$ cat config.mk
export PLATFORM = sky130hd
export DESIGN_NAME = alu_issue_ctrl
export DESIGN_NICKNAME = d
export VERILOG_FILES = /design/src/rtl/alu_issue_ctrl.sv
export SDC_FILE = /design/constraint.sdc
export NUM_CORES = 1
export LEC_CHECK = 0
export BUFFER_PORTS_ARGS = -buffer_cell sky130_fd_sc_hd__buf_2
export CORE_AREA = 2 2 133 135
export CTS_CLUSTER_SIZE = 28
export DETAILED_ROUTE_END_ITERATION = 7
export DIE_AREA = 0 0 135 137
export HOLD_SLACK_MARGIN = 0.03
export MAX_ROUTING_LAYER = met4
export PLACE_DENSITY = 0.79
export SYNTH_ARGS = -nofsm -noshare
export SYNTH_HDL_FRONTEND = slang
export SYNTH_SLANG_ARGS = --single-unit
$ cat constraint.sdc
create_clock -name clk -period 4.4 [get_ports clk]
set_input_delay 0.22 -clock clk [delete_from_list [all_inputs] [get_ports clk]]
set_output_delay 0.22 -clock clk [all_outputs]
set_load 0.03 [all_outputs]
$ cat src/rtl/alu_issue_ctrl.sv
// Issue controller for the 32-bit combinational ALU: decode, operand/opcode registers, HI/LO and the response.
// Three cycles per op (accept, execute, respond); the response and HI/LO hold steady while rsp_ready is low.
module alu_issue_ctrl #(
  parameter int WIDTH = 32
) (
  input  logic             clk,
  input  logic             rst_n,
  input  logic             req_valid,
  output logic             req_ready,
  input  logic [5:0]       req_opcode,
  input  logic [5:0]       req_funct,
  input  logic [4:0]       req_rt,
  input  logic [4:0]       req_shamt,
  input  logic [15:0]      req_imm,
  input  logic [WIDTH-1:0] req_rs_data,
  input  logic [WIDTH-1:0] req_rt_data,
  output logic [WIDTH-1:0] alu_input1,
  output logic [WIDTH-1:0] alu_input2,
  output logic [4:0]       alu_ir,
  output logic [4:0]       alu_op_select,
  input  logic [WIDTH-1:0] alu_result,
  input  logic [WIDTH-1:0] alu_result_hi,
  input  logic             alu_branch_taken,
  output logic             rsp_valid,
  input  logic             rsp_ready,
  output logic [WIDTH-1:0] rsp_result,
  output logic             rsp_branch_taken,
  output logic             rsp_illegal,
  output logic [WIDTH-1:0] hi_q,
  output logic [WIDTH-1:0] lo_q
);

  typedef enum logic [1:0] {IDLE, EXEC, RESP} state_t;

  typedef struct packed {
    logic mult;
    logic mfhi;
    logic mflo;
    logic branch;
    logic illegal;
  } kind_t;

  state_t           state_q, state_d;
  kind_t            kind_q, dec_kind;
  logic [4:0]       dec_op;
  logic [WIDTH-1:0] dec_in2;
  logic [WIDTH-1:0] imm_sext, imm_zext;
  logic             accept;

  assign imm_sext = {{(WIDTH-16){req_imm[15]}}, req_imm};
  assign imm_zext = {{(WIDTH-16){1'b0}}, req_imm};

  always_comb begin
    dec_op   = 5'b00000;
    dec_in2  = req_rt_data;
    dec_kind = '0;
    case (req_opcode)
      6'b000000: begin
        case (req_funct)
          6'b100001: dec_op = 5'b00000;
          6'b100011: dec_op = 5'b00001;
          6'b011000: begin dec_op = 5'b00010; dec_kind.mult = 1'b1; end
          6'b011001: begin dec_op = 5'b00011; dec_kind.mult = 1'b1; end
          6'b100100: dec_op = 5'b00100;
          6'b100101: dec_op = 5'b00101;
          6'b100110: dec_op = 5'b00110;
          6'b000010: dec_op = 5'b00111;
          6'b000000: dec_op = 5'b01000;
          6'b000011: dec_op = 5'b01001;
          6'b101010: dec_op = 5'b01010;
          6'b101011: dec_op = 5'b01011;
          6'b010000: dec_kind.mfhi = 1'b1;
          6'b010010: dec_kind.mflo = 1'b1;
          default:   dec_kind.illegal = 1'b1;
        endcase
      end
      6'b001001: begin dec_op = 5'b00000; dec_in2 = imm_sext; end
      6'b001100: begin dec_op = 5'b00100; dec_in2 = imm_zext; end
      6'b001101: begin dec_op = 5'b00101; dec_in2 = imm_zext; end
      6'b001110: begin dec_op = 5'b00110; dec_in2 = imm_zext; end
      6'b001010: begin dec_op = 5'b01010; dec_in2 = imm_sext; end
      6'b001011: begin dec_op = 5'b01011; dec_in2 = imm_sext; end
      6'b000100: begin dec_op = 5'b01100; dec_kind.branch = 1'b1; end
      6'b000101: begin dec_op = 5'b01101; dec_kind.branch = 1'b1; end
      6'b000110: begin dec_op = 5'b01110; dec_in2 = '0; dec_kind.branch = 1'b1; end
      6'b000111: begin dec_op = 5'b01111; dec_in2 = '0; dec_kind.branch = 1'b1; end
      6'b000001: begin
        // REGIMM: the rt field selects the compare-against-zero flavour
        dec_in2 = '0;
        if (req_rt == 5'b00000) begin
          dec_op = 5'b10000;
          dec_kind.branch = 1'b1;
        end else if (req_rt == 5'b00001) begin
          dec_op = 5'b10001;
          dec_kind.branch = 1'b1;
        end else begin
          dec_kind.illegal = 1'b1;
        end
      end
      default: dec_kind.illegal = 1'b1;
    endcase
  end

  always_comb begin
    state_d   = state_q;
    req_ready = 1'b0;
    rsp_valid = 1'b0;
    case (state_q)
      IDLE: begin
        req_ready = rst_n;
        if (req_valid && rst_n) state_d = EXEC;
      end
      EXEC: state_d = RESP;
      RESP: begin
        rsp_valid = 1'b1;
        if (rsp_ready) state_d = IDLE;
      end
      default: state_d = IDLE;
    endcase
  end

  assign accept = req_valid & req_ready;

  always_ff @(posedge clk) begin
    if (!rst_n) begin
      state_q          <= IDLE;
      kind_q           <= '0;
      alu_input1       <= '0;
      alu_input2       <= '0;
      alu_ir           <= '0;
      alu_op_select    <= '0;
      rsp_result       <= '0;
      rsp_branch_taken <= 1'b0;
      rsp_illegal      <= 1'b0;
      hi_q             <= '0;
      lo_q             <= '0;
    end else begin
      state_q <= state_d;
      if (accept) begin
        kind_q <= dec_kind;
        if (dec_kind.illegal) begin
          alu_input1    <= '0;
          alu_input2    <= '0;
          alu_ir        <= '0;
          alu_op_select <= 5'b00000;
        end else begin
          alu_input1    <= req_rs_data;
          alu_input2    <= dec_in2;
          alu_ir        <= req_shamt;
          alu_op_select <= dec_op;
        end
      end
      // ALU outputs are only trusted at the end of EXEC
      if (state_q == EXEC) begin
        rsp_illegal      <= kind_q.illegal;
        rsp_branch_taken <= kind_q.branch & alu_branch_taken;
        if (kind_q.illegal || kind_q.branch) rsp_result <= '0;
        else if (kind_q.mfhi)                rsp_result <= hi_q;
        else if (kind_q.mflo)                rsp_result <= lo_q;
        else                                 rsp_result <= alu_result;
        if (kind_q.mult) begin
          hi_q <= alu_result_hi;
          lo_q <= alu_result;
        end
      end
    end
  end

endmodule

Word level (Yosys, flattened, before mapping)
Index checks and enable logic that the tools add are counted.
{"block": "op_classes", "eq_ne": 29, "n_mux": 28, "n_bitwise": 2, "n_reduce_logical": 15}
{"op": "two-way mux 32 bit", "n": 5}
{"op": "one-hot mux 32 bit (3 select lines)", "n": 1}
{"op": "one-hot mux 5 bit (11 select lines)", "n": 1}
{"op": "one-hot mux 4 bit (11 select lines)", "n": 1}
{"op": "== test 6 bit, second input constant", "n": 7}
{"op": "== test 6 x 4 -> 1 bit, second input constant", "n": 6}
{"op": "== test 6 x 3 -> 1 bit, second input constant", "n": 4}
{"op": "== test 6 x 5 -> 1 bit, second input constant", "n": 4}
{"op": "two-way mux 5 bit", "n": 4}
{"op": "OR reduction 14 bit", "n": 1}
{"op": "== test 6 x 2 -> 1 bit, second input constant", "n": 2}
{"op": "logical NOT 6 bit", "n": 2}
{"op": "two-way mux 1 bit", "n": 10}
{"op": "OR reduction 10 bit", "n": 1}
{"op": "OR reduction 3 bit", "n": 3}
{"op": "== test 6 x 1 -> 1 bit, second input constant", "n": 1}
{"op": "one-hot mux 2 bit (3 select lines)", "n": 1}
{"op": "== test 5 x 1 -> 1 bit, second input constant", "n": 1}
{"op": "logical NOT 5 bit", "n": 1}
{"op": "two-way mux 2 bit", "n": 2}
{"op": "inequality test 2 bit, second input constant", "n": 2}
{"op": "AND reduction 2 bit", "n": 2}
{"op": "OR reduction 4 bit", "n": 1}
{"op": "two-way mux 3 bit", "n": 1}
{"op": "9 further kinds", "n": 10}
{"block": "word_totals", "register_bits": 179, "input_bits": 171, "out_inout_bits": 174, "elab_cells": 89}

Depth between registers and ports, before layout
Gate-level depths: netlist of run 1.
{"block": "logic_depth", "word_depth": 5, "mapped_depth": 8, "mapped_depth_nobuf": 5}

Least setup slack after synthesis of run 1
Ideal clock, no wire load.
{"block": "synth_path", "path_kind": "register to register", "from": "register state_q[1]", "to": "register alu_input2[21]", "setup_time_ps": 60, "arrival_ps": 1787, "required_time_ps": 4340, "slack_ps": 2553, "stages_incl_launch_ff": 7, "path_buffers": 1, "synth_period_minus_slack_ps": 1847, "cell_sequence": "dfxtp_1 nor2_1 nand3_1 or4_4 a211oi_4 buf_6 a22o_1"}
{"block": "synth_between", "elab_chain_len": 3}
{"element": "from (decl)", "line": "43", "text": "state_t state_q, state_d;"}
{"element": "from (signal assigned)", "line": "138", "text": "state_q <= state_d;"}
{"element": "logical NOT 2 bit", "line": "108", "text": "case (state_q)"}
{"element": "two-way mux 1 bit", "line": "108"}
{"element": "AND 1 bit", "line": "122", "text": "assign accept = req_valid & req_ready;"}
{"element": "to (signal assigned)", "line": "148", "text": "alu_input2 <= dec_in2;"}
{"element": "to (decl)", "line": "18", "text": "output logic [WIDTH-1:0] alu_input2,"}
No other way between the ends.
A chain may end at the register's enable or synchronous reset.

Worst setup path after layout of run 1
{"block": "layout_path", "from": "register state_q[1]", "to": "register alu_input1[22]"}
{"block": "layout_between", "elab_chain_len": 3}
{"element": "logical NOT 2 bit", "line": "108"}
{"element": "two-way mux 1 bit", "line": "108"}
{"element": "AND 1 bit", "line": "122"}
{"element": "to (signal assigned)", "line": "147", "text": "alu_input1 <= req_rs_data;"}
{"element": "to (decl)", "line": "17", "text": "output logic [WIDTH-1:0] alu_input1,"}
No other way between the ends.

==> results of run 1 <==
-- what timing repair did --
item                      CTS  global route
hold buffers               42             0
hold endpoints to repair   42             0
resized for setup           0             0
-- power groups by stage --
stage                     sequential (mW)  clock (mW)  combinational (mW)
after floorplan                      1.76           0               0.160
after global placement               1.70           0               0.363
after detailed placement             1.70           0               0.367
after CTS                            1.67        1.47               0.397
after global routing                 1.67        1.54               0.431
final                                1.67        1.44               0.398
-- cells in the final DEF (no fill, tap or decap), drive strengths merged, types with 4 or more instances in the layout --
cell	synthesis	layout
clkbuf	48	17
a21boi	70	70
a21o	4	4
a22o	89	89
a21oi	6	6
nand3	8	8
buf	20	352
mux2i	33	33
clkinv	0	5
inv	4	8
nor2	10	10
nand2	170	170
or3	16	16
dlygate4sd3	0	42
o21ai	40	40
dfxtp	179	179
and2	4	4
clkinvlp	0	4
a22oi	35	35
nor2b	39	39
-- registers in the layout, summed over array words and instances, names as in the netlist, 2 cells and up --
| register | flops |
|---|---|
| kind_q | 5 |
| state_q | 2 |
| alu_input1 | 32 |
| rsp_result | 32 |
| alu_op_select | 5 |
| hi_q | 32 |
| alu_input2 | 32 |
| alu_ir | 5 |
| lo_q | 32 |
-- path summary, 6_finish.rpt --
check,from,end,slack [ns],cells past startpoint
setup / recovery,state_q[1],alu_input1[22],1.96,6
hold / removal,alu_result_hi[20],hi_q[20],0.05,3
setup reg to reg,state_q[1],alu_input1[22],1.96,6
hold reg to reg,rsp_illegal,rsp_illegal,0.47,2
-- cell type report --
cell class              count  area, µm²
flip-flops and latches    179       3590
diodes                      3       7.51
well taps                 225        282
fillers                  1506       6800
clock buffers              17        425
multi-input cells         563       3610
inverters                   4       15.0
clock inverters            14        130
repair buffers            394       2200
-- logic make-up (layout without fill, tap and decap cells) --
| group | after synthesis | after routing | synth area share [%] |
|---|---|---|---|
| flip-flops | 179 | 179 | 47.9 |
| buffers and inverters | 72 | 429 | 4.20 |
| other | 0 | 3 | 0 |
| AND/OR/NAND/NOR | 270 | 270 | 16.9 |
| XOR/XNOR | 2 | 2 | 0.234 |
| multiplexers | 33 | 33 | 4.41 |
| AO/OA/AOI/OAI | 258 | 258 | 26.4 |
-- through the flow --
stage	setup slack, ns	total power [mW]	util (%)	hold slack, ns
5_1_grt	1.81	3.64	60.2	0.0456
3_5_place_dp	1.98	2.07	54.4	0.440
4_1_cts	1.96	3.54	60.1	0.0302
2_1_floorplan	2.55	1.92	-	0.353
6_report	1.96	3.51	60.2	0.0490
3_3_place_gp	2.05	2.07	54.4	0.435
-- per-layer routing --
metal  vias up  track usage [%]  wire length (µm)
met1      3443             29.5              9580
met3        34             6.37              1840
met5         -                -                 0
met4         0             7.93               486
met2       303             40.4             11200
li1       3594                -                 -
-- critical path: stages, from the launching register on --
cell and delay (ns):
dfxtp_1 0.33, nor2_1 0.26, nand3_1 0.24, or4_4 0.63
a21oi_4 0.14, buf_4 0.49, a22o_1 0.25
==> metrics, run 1 <==
status finished, final reports clean; critical path data arrival time 2.79 ns; relative slew slack a little over a quarter; DIE WIDTH around 140 µm; cell accounting for the most synthesized area dfxtp_1; Pre-Repair DR Iteration Count 6; Final Setup Violations 0; number of antenna violations at the first check in global routing 3; final-stage net count ~1.3k; largest vdd supply drop 0.248 mV; part of the total power dissipated in the clock network a little over 40%; final HPWL from detailed placement approximately 16 mm; Hold WC Path Type in -> reg; period utilization a little under three fifths; number of instances in the placed design approximately 1.3k; pin count of the biggest net entering global routing roughly 110; global-route wire length before repair 35.2 mm; Starting Density between 40% and 50%; Placer Congestion between 0.8 and 0.9; routed vias/inst 5.27; required arrival time at the worst endpoint 4.75 ns; TritonCTS clock tree built; Setup Buffers After CTS 0; actual transition at the worst max-transition pin ~1.1 ns; area of all placed cells without fillers ~0.010 mm²; wire length per cell roughly 17 µm; startpoint-to-endpoint class of the critical path reg -> reg; clock tree buffer depth 2; area inside the core boundary between 0.015 and 0.02 mm²; total via count after detailed routing ~7.4k; total I/O pin count ~350; number of instances in the synthesized netlist 814; proportion of synthesized chip area in sequential cells a little under half; placed instance area around 0.009 mm²; register bit count reported by yosys around 180; level count of the clock H-tree 4; switching power between 800 and 900 µW; internal power component roughly 2.6 mW; post-synthesis async set-or-reset flop share 0%; remaining number of nets flagged by the antenna check after routing 0; clock-pin slew of the registers on the worst-case setup and hold paths 0.07 ns; Clock Latency Late Sink approximately 0.42 ns; Final min period approximately 2.4 ns; Max Slew Vio Count 0; CTS Sinks between 150 and 200; number of nets in the synthesized netlist roughly 990; fraction of layout instances using a drive strength above 1 roughly a third; Post-synth top flop dfxtp_1; worst setup skew after layout roughly 0.016 ns; count of different cell masters after synthesis 50; area of the die approximately 0.018 mm²; Routed Wire Length roughly 23 mm; combinational fraction of design power between 10% and 20%; root buffer cell clkbuf_16; synthesis-to-layout area growth 37.1%; largest cells by area after synthesis dfxtp_1 (48%), a22o_1 (10%), nand2_1 (8.5%), a21boi_0 (6.7%), mux2i_1 (4.4%); RSZ-0062 raised after global routing false; vias in the first global route 6894; synthesized area per cell between 9 and 10 µm²; YS warnings 0; top cells by count, synth dfxtp_1 (179), nand2_1 (170), a22o_1 (89); reported leakage power approximately 4.5 nW; critical path capture point type register; filler-free cell count of the finished design roughly 1.4k; share of Yosys cell area claimed by the top area cell type 47.9%; initial DRC count roughly 380; setup tns final 0 ns; number of flops mapped to enable cells by yosys 0; height of the die around 140 µm; global router's overall resource usage around a quarter; final hold vios 0; FMAX slightly above 0.4 GHz; total of buffers placed on input and output ports about 340; DRC viols 0; std cell rows 48; cell with the most instances after synthesis dfxtp_1; total clock buffers created by CTS 17; maximum capacitance violations 0; sort of element at the start of the critical path register; critical path peak fanout 57; fraction of power spent switching nets 25.6%; post-synthesis cell area between 0.007 and 0.008 mm²; fraction of power consumed by sequential logic 47.5%; overflow left after global routing 0; pwr dens between 300 and 400 mW/mm²
Power figures use the tool's default switching activity.
==> run 2, diff against run 1 <==
--- a/config.mk
+++ b/config.mk
@@ -6,10 +6,11 @@
 export NUM_CORES = 1
 export LEC_CHECK = 0
 export BUFFER_PORTS_ARGS = -buffer_cell sky130_fd_sc_hd__buf_2
-export CORE_AREA = 2 2 133 135
+export CORE_ASPECT_RATIO = 0.75
+export CORE_MARGIN = 2
+export CORE_UTILIZATION = 42
 export CTS_CLUSTER_SIZE = 28
 export DETAILED_ROUTE_END_ITERATION = 7
-export DIE_AREA = 0 0 135 137
 export HOLD_SLACK_MARGIN = 0.03
 export MAX_ROUTING_LAYER = met4
 export PLACE_DENSITY = 0.79
==> constraint.sdc (replaced) <==
create_clock -name clk -period 2.1 [get_ports clk]
set_input_delay 0.105 -clock clk [delete_from_list [all_inputs] [get_ports clk]]
set_output_delay 0.105 -clock clk [all_outputs]
set_load 0.03 [all_outputs]
==> metrics, run 2 (synthesized netlist as in run 1, its figures left out) <==
status finished, final reports clean; library cell contributing the largest single delay on the critical path a2111o_2; Routed Wire Length 26.7 mm (+16%); final-stage net count 1449 (+8.9%); DRC viols 0 (unchanged); clock tree buffer depth 2 (unchanged); most used cell along the critical path a22o_1; critical path peak fanout 16 (-72%); final hold vios 0 (unchanged); critical path data arrival time 2.33 ns (-0.46 ns); sort of element at the start of the critical path input port; relative slew slack 57.3% (+31 points); setup tns final 0 ns (unchanged); Max Slew Vio Count 0 (unchanged); remaining number of nets flagged by the antenna check after routing 0 (unchanged); period utilization slightly below 100%; sum of met2 wire segment lengths after detailed routing 13.2 mm (+18%); routed length on met1 10.8 mm (+12%); total via count after detailed routing 8066 (+9.4%); total of buffers placed on input and output ports 344 (unchanged); height of the die 120 µm (-13%); Max Used Layer met4; area of the die 0.0189 mm² (+2.3%); largest vdd supply drop 0.434 mV (+75%); Placer Congestion 0.829 (-2.4%); series of cell instances along the critical path buf_2 > or2_1 > a21oi_1 > a2111o_2 > a22o_1 > dlygate4sd3_1 > a22o_1; std cell rows 42 (-13%); RSZ-0062 raised after global routing false; commonest non-fill, non-tap cell in the layout buf_2; Pre-Repair DR Iteration Count 5 (-1); global router's overall resource usage 28.4% (+3.9 points); number of antenna violations at the first check in global routing 1 (-2); routed vias/inst 5.26 (-0.18%); total I/O pin count 345 (unchanged); Slowest Stage Delay on Critical Path 0.62 ns (about the same); overflow left after global routing 0 (unchanged); critical path capture point type register; commonest cells after routing, fill and taps aside buf_2 (344), dfxtp_1 (177), nand2_1 (169), dlygate4sd3_1 (151), a22o_1 (89); FMAX slightly below 0.5 GHz; vias in the first global route 7973 (+16%); Starting Density 42.6% (-1.2 points); area inside the core boundary 0.0176 mm² (+2.9%); required arrival time at the worst endpoint 2.41 ns (-2.34 ns); Clock Latency Late Sink 0.43 ns (about the same); actual transition at the worst max-transition pin 0.640 ns (-0.465 ns); startpoint-to-endpoint class of the critical path in -> reg; reported leakage power 5.09 nW (+13%); maximum capacitance violations 0 (unchanged); DIE WIDTH 158 µm (+17%); TritonCTS clock tree built; pwr dens 686 mW/mm² (+100%); delay-heaviest family, CP compound AO/OA/AOI/OAI gates; fraction of layout instances using a drive strength above 1 31.7% (-2.2 points); wire length on met3 1.96 mm (+7.0%); root buffer cell clkbuf_16; Hold WC Path Type in -> reg; level count of the clock H-tree 4 (unchanged); Final min period a little over 2 ns; Worst Path Buf+Inv 2 (+1); Final Setup Violations 0 (unchanged); wire length per cell 17.4 µm (+5.5%); final HPWL from detailed placement 16.3 mm (+4.3%); global-route wire length before repair 41.3 mm (+17%); synthesis-to-layout area growth 55.0%; pin count of the biggest net entering global routing 75 (-30%); Total Power 7.95 mW (+130%); CTS Sinks 179 (unchanged); total clock buffers created by CTS 17 (unchanged); clock-pin slew of the registers on the worst-case setup and hold paths 0.06 ns (about the same); initial DRC count 545 (+45%); worst setup skew after layout 0.0121 ns (-0.00385 ns)
==> run 2: cell types whose count changed in the layout (fill, tap and decap cells not counted), moves of 2 or more <==
cell           before  now
inv_8               1    3
bufinv_16           1    3
diode_2             3    1
clkinvlp_4          4    0
clkbuf_8            0    2
buf_12              0    6
clkinv_2            3    0
buf_4               8   11
dlygate4sd3_1      42  151
==> run 2: area by class of cell <==
class / instances / area, µm²
fill: 1377 / 5950
multi-input combinational: 563 / 3620
sequential: 179 / 3590
timing repair buffer: 513 / 3450
clock buffer: 20 / 457
tap: 242 / 303
clock inverter: 11 / 168
inverter: 4 / 15.0
antenna: 1 / 2.50
==> run 2: worst paths after layout <==
check        slack [ns]               end             start  cells past startpoint
max reg2reg        0.17    alu_input1[15]        state_q[1]                      6
max                0.08    alu_input2[11]     req_opcode[1]                      7
min reg2reg        0.47  rsp_branch_taken  rsp_branch_taken                      2
min                0.06  alu_op_select[0]         req_rt[0]                      3
==> run 2: metal layers <==
layer | global-route usage, % | vias to the layer above
met5 | - | -
met4 | 11.2 | 0
met3 | 6.93 | 63
met2 | 47.4 | 364
met1 | 33.1 | 3811
li1 | - | 3828
==> run 2: repair_timing <==
action                                  CTS  global route
buffers inserted                          0             0
gates resized for setup                   0             3
hold buffers                            151             0
endpoints found under the hold margin   135             0
endpoints found under the setup margin    0            13
==> run 2: report_power, final <==
part           total (mW)  switching, mW  internal (mW)
Clock                3.41           1.43           1.97
Sequential           3.50         0.0386           3.46
Combinational        1.05          0.519          0.531
==> run 2: through the flow <==
stage,instance area (µm²),utilization (%),hold slack (ns),std cells,worst slack (ns)
after global placement,9450,53.8,0.320,1350,0.150
after detailed placement,9450,53.8,0.324,1350,0.121
after global routing,11600,66.1,0.0651,1533,0.0345
after floorplan,7480,-,0.238,814,0.253
after CTS,11600,66.0,0.0438,1532,0.0956
final,11600,66.1,0.0621,1533,0.0789
==> run 2: tightest hold or removal path, cell delays in order <==
cell and delay [ns]:
buf_2 0.08, a221o_1 0.15, a22o_1 0.12
